`src/rtl/fir_decim_out.sv`:
```
// Decimating requantizer with output FIFO for the transposed FIR: keeps every DECIM-th valid sample,
// rounds/shifts/saturates it to outWL bits and buffers it behind a valid/ready port. Optional sat_cnt via FIR_DECIM_SAT_CNT_EN.
module fir_decim_out #(
    parameter int macWL      = 20,
    parameter int outWL      = 16,
    parameter int SHIFT      = 4,
    parameter int DECIM      = 2,
    parameter int FIFO_DEPTH = 8
) (
    input  logic                              clk,
    input  logic                              rst_n,
    input  logic                              in_valid,
    input  logic signed [macWL-1:0]           data_in,
    output logic                              out_valid,
    input  logic                              out_ready,
    output logic signed [outWL-1:0]           data_out,
    output logic                              sat_flag,
    output logic                              drop_flag,
    output logic [$clog2(FIFO_DEPTH):0]       level
`ifdef FIR_DECIM_SAT_CNT_EN
    ,
    output logic [15:0]                       sat_cnt
`endif
);

    localparam int AW = $clog2(FIFO_DEPTH);
    localparam int PW = (DECIM > 1) ? $clog2(DECIM) : 1;

    localparam logic signed [macWL:0]   HALF = (macWL+1)'(2 ** (SHIFT - 1));
    localparam logic signed [macWL:0]   MAXV = (macWL+1)'(2 ** (outWL - 1) - 1);
    localparam logic signed [macWL:0]   MINV = (macWL+1)'(-(2 ** (outWL - 1)));
    localparam logic signed [outWL-1:0] MAXO = {1'b0, {(outWL-1){1'b1}}};
    localparam logic signed [outWL-1:0] MINO = {1'b1, {(outWL-1){1'b0}}};

    // Round half-up then arithmetic shift; one guard bit keeps the +HALF from overflowing.
    function automatic logic signed [macWL:0] rnd_shift(input logic signed [macWL-1:0] x);
        logic signed [macWL:0] t;
        t = {x[macWL-1], x} + HALF;
        return t >>> SHIFT;
    endfunction

    function automatic logic is_sat(input logic signed [macWL:0] r);
        return (r > MAXV) || (r < MINV);
    endfunction

    function automatic logic signed [outWL-1:0] sat_clip(input logic signed [macWL:0] r);
        if (r > MAXV)      return MAXO;
        else if (r < MINV) return MINO;
        else               return r[outWL-1:0];
    endfunction

    logic [PW-1:0]            phase_q, phase_d;
    logic [AW:0]              wr_ptr_q, wr_ptr_d, rd_ptr_q, rd_ptr_d;
    logic signed [outWL-1:0]  mem_q [FIFO_DEPTH];
    logic signed [outWL-1:0]  dout_q, dout_d;
    logic                     sat_flag_q, sat_flag_d;
    logic                     drop_q, drop_d;

    logic signed [macWL:0]    rs;
    logic signed [outWL-1:0]  wdata;
    logic                     wsat;
    logic                     keep, full, empty, push, pop;
    logic [AW:0]              cnt;
    logic [AW-1:0]            rd_idx_nxt;

    always_comb begin
        rs         = rnd_shift(data_in);
        wdata      = sat_clip(rs);
        wsat       = is_sat(rs);
        cnt        = wr_ptr_q - rd_ptr_q;
        empty      = (wr_ptr_q == rd_ptr_q);
        full       = (wr_ptr_q[AW] != rd_ptr_q[AW]) && (wr_ptr_q[AW-1:0] == rd_ptr_q[AW-1:0]);
        keep       = in_valid && (phase_q == '0);
        pop        = !empty && out_ready;
        push       = keep && (!full || pop);
        rd_idx_nxt = rd_ptr_q[AW-1:0] + AW'(1);

        phase_d = phase_q;
        if (in_valid)
            phase_d = (phase_q == PW'(DECIM - 1)) ? '0 : phase_q + PW'(1);

        wr_ptr_d = push ? wr_ptr_q + (AW+1)'(1) : wr_ptr_q;
        rd_ptr_d = pop  ? rd_ptr_q + (AW+1)'(1) : rd_ptr_q;

        // data_out is a register so it can hold the last popped word once the FIFO drains.
        dout_d = dout_q;
        if (pop) begin
            if (cnt > (AW+1)'(1))
                dout_d = mem_q[rd_idx_nxt];
            else if (push)
                dout_d = wdata;
        end else if (empty && push) begin
            dout_d = wdata;
        end

        sat_flag_d = push && wsat;
        drop_d     = drop_q || (keep && !push);
    end

    always_ff @(posedge clk or negedge rst_n) begin
        if (!rst_n) begin
            phase_q    <= '0;
            wr_ptr_q   <= '0;
            rd_ptr_q   <= '0;
            dout_q     <= '0;
            sat_flag_q <= 1'b0;
            drop_q     <= 1'b0;
        end else begin
            phase_q    <= phase_d;
            wr_ptr_q   <= wr_ptr_d;
            rd_ptr_q   <= rd_ptr_d;
            dout_q     <= dout_d;
            sat_flag_q <= sat_flag_d;
            drop_q     <= drop_d;
        end
    end

    always_ff @(posedge clk) begin
        if (push)
            mem_q[wr_ptr_q[AW-1:0]] <= wdata;
    end

`ifdef FIR_DECIM_SAT_CNT_EN
    logic [15:0] sat_cnt_q;

    always_ff @(posedge clk or negedge rst_n) begin
        if (!rst_n)
            sat_cnt_q <= '0;
        else if (push && wsat && (sat_cnt_q != 16'hFFFF))
            sat_cnt_q <= sat_cnt_q + 16'd1;
    end

    assign sat_cnt = sat_cnt_q;
`endif

    assign out_valid = !empty;
    assign data_out  = dout_q;
    assign sat_flag  = sat_flag_q;
    assign drop_flag = drop_q;
    assign level     = cnt;

endmodule

```
`config.mk`:
```
export PLATFORM = sky130hd
export DESIGN_NAME = fir_decim_out
export DESIGN_NICKNAME = d
export VERILOG_FILES = /design/src/rtl/fir_decim_out.sv
export SDC_FILE = /design/constraint.sdc
export NUM_CORES = 1
export LEC_CHECK = 0
export CAP_MARGIN = 5
export CORE_ASPECT_RATIO = 0.75
export CORE_UTILIZATION = 23
export CTS_CLUSTER_DIAMETER = 40
export DETAILED_ROUTE_END_ITERATION = 8
export DONT_BUFFER_PORTS = 1
export PLACE_DENSITY = 0.4
export SLEW_MARGIN = 40
export SYNTH_ARGS = -nofsm -noshare
export SYNTH_HDL_FRONTEND = slang
export SYNTH_SLANG_ARGS = --single-unit
```
`constraint.sdc`:
```
create_clock -name clk -period 2.94 [get_ports clk]
set_input_delay 0.294 -clock clk [delete_from_list [all_inputs] [get_ports clk]]
set_output_delay 0.294 -clock clk [all_outputs]
set_load 0.05 [all_outputs]
```
Word-level counts from Yosys, hierarchy flattened
Memory sizes are Yosys's and may differ from the RTL's.
Index checks and enable logic that the tools add are counted.
{"block": "word_totals", "ff_bits": 27, "latchBits": 0, "ramBits": 128, "mem_bits_ro": 0, "mem_count": 1}
{"block": "classes", "addsub": 6, "mul": 0, "div_mod_pow": 0, "magnitude_cmp": 3, "eq_ne": 4, "shifts": 0, "mux": 9, "n_bitwise": 1, "reduce_logical": 15}
{"memory": "mem_q", "words": 8, "width": 16, "rd": 1, "rd_clocked_by_memory_dff": 0, "wr": 1, "line_no": "54", "rtl": "logic signed [outWL-1:0] mem_q [FIFO_DEPTH];"}
{"operator": "2-to-1 mux 16 bit", "n": 6}
{"operator": "adder 20 x 5 -> 21 bit (second input constant)", "n": 1}
{"operator": "greater-than comparator 17 x 16 -> 1 bit (second input constant)", "n": 1}
{"operator": "less-than comparator 17 x 16 -> 1 bit (second input constant)", "n": 1}
{"operator": "adder 4 x 1 -> 4 bit (second input constant)", "n": 2}
{"operator": "logical AND 1 bit", "n": 7}
{"operator": "equality test 4 bit", "n": 1}
{"operator": "greater-than comparator 4 x 1 -> 1 bit (second input constant)", "n": 1}
{"operator": "subtractor 4 bit", "n": 1}
{"operator": "adder 3 x 1 -> 3 bit (second input constant)", "n": 1}
{"operator": "equality test 3 bit", "n": 1}
{"operator": "zero test 1 bit", "n": 3}
{"operator": "logical OR 1 bit", "n": 3}
{"operator": "2-to-1 mux 1 bit", "n": 3}
{"operator": "inequality test 3 x 2 -> 1 bit (second input constant)", "n": 1}
{"operator": "AND reduction 2 bit", "n": 1}
{"operator": "nonzero test 2 bit", "n": 1}
{"operator": "adder 1 bit (second input constant)", "n": 1}
{"operator": "inequality test 1 bit", "n": 1}
{"operator": "NOT 1 bit", "n": 1}

Depth between registers and ports, before layout
{"block": "depth", "ltp_word": 8, "mapped_depth": 9}

Worst setup path after synthesis
No wires, ideal clock.
{"block": "synth_timing", "path_kind": "reg2reg", "start": "register rd_ptr_q[2]", "end": "memory mem_q[0][0], enable pin", "setup_time_ns": 0.409, "arrival_ns": 2.420, "t_required_ns": 2.531, "path_slack_ns": 0.111, "path_stages_with_launch": 8, "path_cell_list": "dfrtp_1 inv_1 ha_1 nand3_1 nor3b_1 nor2_1 nand2_1 nor3_1"}
{"block": "synth_via", "elab_chain_cells": 7, "elab_cells_between_ends": 10, "cone_classes": "eq/ne (2); mux (2); reduce/logical (6)"}
{"item": "start, declared", "line_no": "53", "rtl": "logic [AW:0] wr_ptr_q, wr_ptr_d, rd_ptr_q, rd_ptr_d;"}
{"item": "start signal, assigned", "line_no": "111", "rtl": "rd_ptr_q <= rd_ptr_d;"}
{"item": "equality test 4 bit / equality test 3 bit (equally long branches)", "line_no": "71, 72"}
{"item": "zero test 1 bit / logical AND 1 bit (equally long branches)", "line_no": "74, 72"}
{"item": "logical AND 1 bit / zero test 1 bit (equally long branches)", "line_no": "74, 75"}
{"item": "logical OR 1 bit *", "line_no": "75", "rtl": "push = keep && (!full || pop);"}
{"item": "logical AND 1 bit *", "line_no": "75"}
{"item": "2-to-1 mux 1 bit *", "line_no": "119", "rtl": "if (push)"}
{"item": "2-to-1 mux 1 bit (not written as such) *", "line_no": "120", "rtl": "mem_q[wr_ptr_q[AW-1:0]] <= wdata;"}
{"item": "end, declared", "line_no": "54"}
Mark *: on every way between the ends. The rest lies on a longest branch, timed or not.

Worst setup path after layout
{"block": "layout_timing", "start": "register wr_ptr_q[0]", "end": "register dout_q[13] (netlist: data_out[13])"}
{"block": "layout_via", "elab_chain_cells": 8, "elab_cells_between_ends": 16, "cone_classes": "add/sub (1); order compare (1); eq/ne (3); mux (2); reduce/logical (9)"}
{"item": "start, declared", "line_no": "53"}
{"item": "start signal, assigned", "line_no": "110", "rtl": "wr_ptr_q <= wr_ptr_d;"}
{"item": "branches (longest 8 deep; another with subtractor 4 bit)"}
{"item": "end signal, assigned", "line_no": "112", "rtl": "dout_q <= dout_d;"}
{"item": "end, declared", "line_no": "55", "rtl": "logic signed [outWL-1:0] dout_q, dout_d;"}
Several ways; the timed one is not identified.
A chain may end at the register's enable or synchronous reset.

==> metrics list <==
- Actual transition at the worst max-transition pin: 0.727 ns
* Mapped Cells: 398
- Worst path bufs/invs: 2
- Setup repair after global routing left no endpoint under its margin.
* Highest-utilization routing layer at the global route stage: met2
- Across the VDD grid, the largest voltage drop is 0.428 mV.
* Yosys top cell by area: sky130_fd_sc_hd__edfxtp_1
* Register area share after synthesis: 68.0%
- Dividing the final minimum period by the clock period gives 86.5%.
- Non-filler cells, final: about 820
- Summed over all failing endpoints, the final setup total negative slack is 0 ns.
- Once the floorplan was initialized, standard cells occupied roughly a quarter of the core.
* Post-synth top area share: 57.9%
- The routed layout has 3,663 vias.
- Number of warnings printed during yosys synthesis: 0
- Layout cells sized above 1: 21.7%
- CTS saw 155 sinks.
- Number of placed cells counting well taps: 783
- The cell area that synthesis handed to floorplanning was 6640 um^2.
- The later pin in the worst-skew pair is clocked with a latency of 0.42 ns.
- The first global-routing pass estimated 25.5 mm of wire.
* Die Area: about 30,000 um^2
- Total power: approximately 8.9 mW
* Clock H-tree levels: 4
- For met1 alone, demand over resource in global routing was about 17%.
- The worst setup path is launched from a flop.
- CP cell instances: inv_1 -> ha_1 -> fa_1 -> xor2_1 -> o211a_1 -> buf_4 -> nor3_1 -> a221o_1
- Crit Reg-Reg Endpoint: data_out[13]
- Post-CTS sizing: 0
- CTS placed an instance of sky130_fd_sc_hd__clkbuf_16 at the clock tree root.
* Global-route usage over all layers: 12.3%
- Once detail routing completed, the nets flagged for antenna violations numbered 0.
- The number of antenna diodes in the final layout is 0.
- Number of synthesized register bits: about 160
* Run status: completed
* Top-Level Pins: 47
- Across all register-to-register paths, the minimum setup slack is 0.40 ns.
- Synthesized Nets: between 400 and 500
- For this run, design rule violations remaining after detail routing come to 0.
* Max Fclk: 393 MHz
* Final RePlAce weighted congestion: 0.808
- Crit. End Element: flop
- Worst hold path depth: 2
- Worst Reg2Reg Path Length in Cells: 8
- In the routed layout, each cell is associated on average with a via count of 4.48.
- Sum of routed wire length over all layers: ~17 mm
- After detailed routing, the average wire length per cell comes to 20.8 um.
* Critical path class: reg2reg
* Crit-path max FO: 9
* Hold slack: between 0.1 and 0.15 ns
- The total count of hold-check failures in the final report came to 0.
- The average instance in the mapped netlist occupies 16.7 um^2.
- The clock arrives with just over 0.008 ns of skew.
- Cell Pwr Density: 1130 nW/um^2
* Required time of the critical path: roughly 3.2 ns
- Static leakage: 2.70 nW
- Row generation in the floorplan step produced 53 rows.
- The synthesized netlist contains 49 unique library cells.
* Total of max-cap violations: 0
- Layout-stage area growth over the synthesis result: 18.3%
- Most used DFF post-synth: sky130_fd_sc_hd__edfxtp_1
- Crit-path slowest cell: sky130_fd_sc_hd__o211a_1
* Number of global-route vias before repair: 3,830
- The first detailed-routing pass ran for 6 iterations.
- Counting instances in the post-synthesis netlist gives the leading cell types as sky130_fd_sc_hd__edfxtp_1 (128), sky130_fd_sc_hd__mux4_2 (32), sky130_fd_sc_hd__dfrtp_1 (27).
- Launch point of the worst hold path: out_ready
* Number of port buffers: 0
- The clock period could shrink to approximately 2.5 ns.
- Clock-pin slew of the registers on the worst-case setup and hold paths: 0.06 ns
* Die Span X: 198 um
- The floorplan step set the die height to between 100 and 150 um.
- In this run, synthesis inferred 128 flip-flops with an integrated enable.
- Total grt overflow: 0
- Ranked by total cell area, the synthesized netlist is headed by sky130_fd_sc_hd__edfxtp_1 (58%), sky130_fd_sc_hd__mux4_2 (11%), sky130_fd_sc_hd__dfrtp_1 (10%).
* Post-CTS Repair Setup Buffers: 0
* Worst hold path type: in2reg
- The startpoint identified for the worst register-to-register timing path is wr_ptr_q[0].
- Global-route track usage on met3: under 10%
- The initial antenna violation count came to 0.
- Headroom to the max-slew limit came out at 51.5%.
- For met2 alone, demand over resource in global routing was 18.3%.
- CP Data Arrival Time: 2.84 ns
* Clock Tree Buf Depth: 2
- Hold repair after CTS inserted 3 buffers.
- Counting the buffers created by CTS gives 17.
- The HPWL after detailed placement is roughly 11 mm.
* Core Area: 28,200 um^2
- The finished cells cover 7860 um^2.
- The most common cell in the synthesized netlist is sky130_fd_sc_hd__edfxtp_1.
- For this run, the slowest stage of the critical path takes 0.48 ns.
* Final number of setup-violating endpoints: 0
- After the last flow step, the layout net total stands at around 450.
* Post-synth ARST share: 17.4%
* Hold-critical path endpoint: drop_flag
- Summing all placed instances gives a cell area of around 7200 um^2.
- The max-slew violation total from the final report came to 0.
- Entering global routing, the biggest net connects 28 pins.
- Largest delay contributor family on the critical path: compound AO/OA/AOI/OAI gates
- CTS tree: done
* First DRT Iteration DRCs: 359
==> registers in the layout, summed over array words and instances (netlist names) <==
register	cells
mem_q	128
data_out	16
rd_ptr_q	4
wr_ptr_q	4
drop_flag	1
phase_q	1
sat_flag	1
==> worst max-delay path by stage <==
stage,startpoint,endpoint,cells past startpoint
global route,wr_ptr_q[1],data_out[2],7
finish,wr_ptr_q[0],data_out[13],8
detailed placement,wr_ptr_q[1],data_out[3],7
CTS,wr_ptr_q[0],data_out[13],8
floorplan,rd_ptr_q[2],mem_q[0][0],7
global placement,wr_ptr_q[0],data_out[2],8
==> metal layers <==
layer,part of all wire (%),vias to the layer above
li1,-,1627
met1,48,1950
met2,45,80
met3,5.9,6
met4,0.62,0
met5,0,-
==> report_power, final <==
group	total [mW]	switching (mW)	internal (mW)
logic	3.31	1.93	1.38
registers	3.41	0.655	2.76
clock network	2.20	0.893	1.30
==> cell type report <==
type / instances / area, um^2
Clock buffer: 20 / 457
Clock inverter: 12 / 138
Fill cell: 2855 / 20300
Inverter: 20 / 75.1
Multi-Input combinational cell: 205 / 1990
Sequential cell: 155 / 4520
Tap cell: 385 / 482
Timing Repair Buffer: 21 / 200
==> cells in the final DEF (no fill, tap or decap), types with 6 or more instances in the layout <==
cell type	Yosys	final
sky130_fd_sc_hd__edfxtp_1	128	128
sky130_fd_sc_hd__mux4_2	32	32
sky130_fd_sc_hd__dfrtp_1	27	26
sky130_fd_sc_hd__inv_1	20	20
sky130_fd_sc_hd__nand2_1	20	20
sky130_fd_sc_hd__clkbuf_16	0	17
sky130_fd_sc_hd__mux2i_1	16	16
sky130_fd_sc_hd__buf_4	1	16
sky130_fd_sc_hd__nor3_1	14	12
sky130_fd_sc_hd__a221o_1	11	11
sky130_fd_sc_hd__xor2_1	9	9
sky130_fd_sc_hd__nor2_1	9	9
sky130_fd_sc_hd__nand4_1	9	9
sky130_fd_sc_hd__a21oi_1	9	8
sky130_fd_sc_hd__nand3_1	8	8
sky130_fd_sc_hd__xnor2_1	8	8
sky130_fd_sc_hd__o21ai_0	8	6
sky130_fd_sc_hd__ha_1	6	6
==> metrics by stage <==
stage	setup slack, ns	util (%)
floorplan	0.111	-
global placement	0.422	25.6
detailed placement	0.377	25.6
CTS	0.356	27.9
global route	0.219	27.9
finish	0.397	27.9
==> cells by family after synthesis <==
group	Yosys count	share of synthesized area (%)
compound gates	44	5.16
flops	155	68.0
simple gates	88	7.23
xor+xnor	18	2.49
mux	48	13.3
fa+ha+maj	7	1.43
buf+inv	38	2.41
Note: power is estimated with default switching activity, not from simulation.
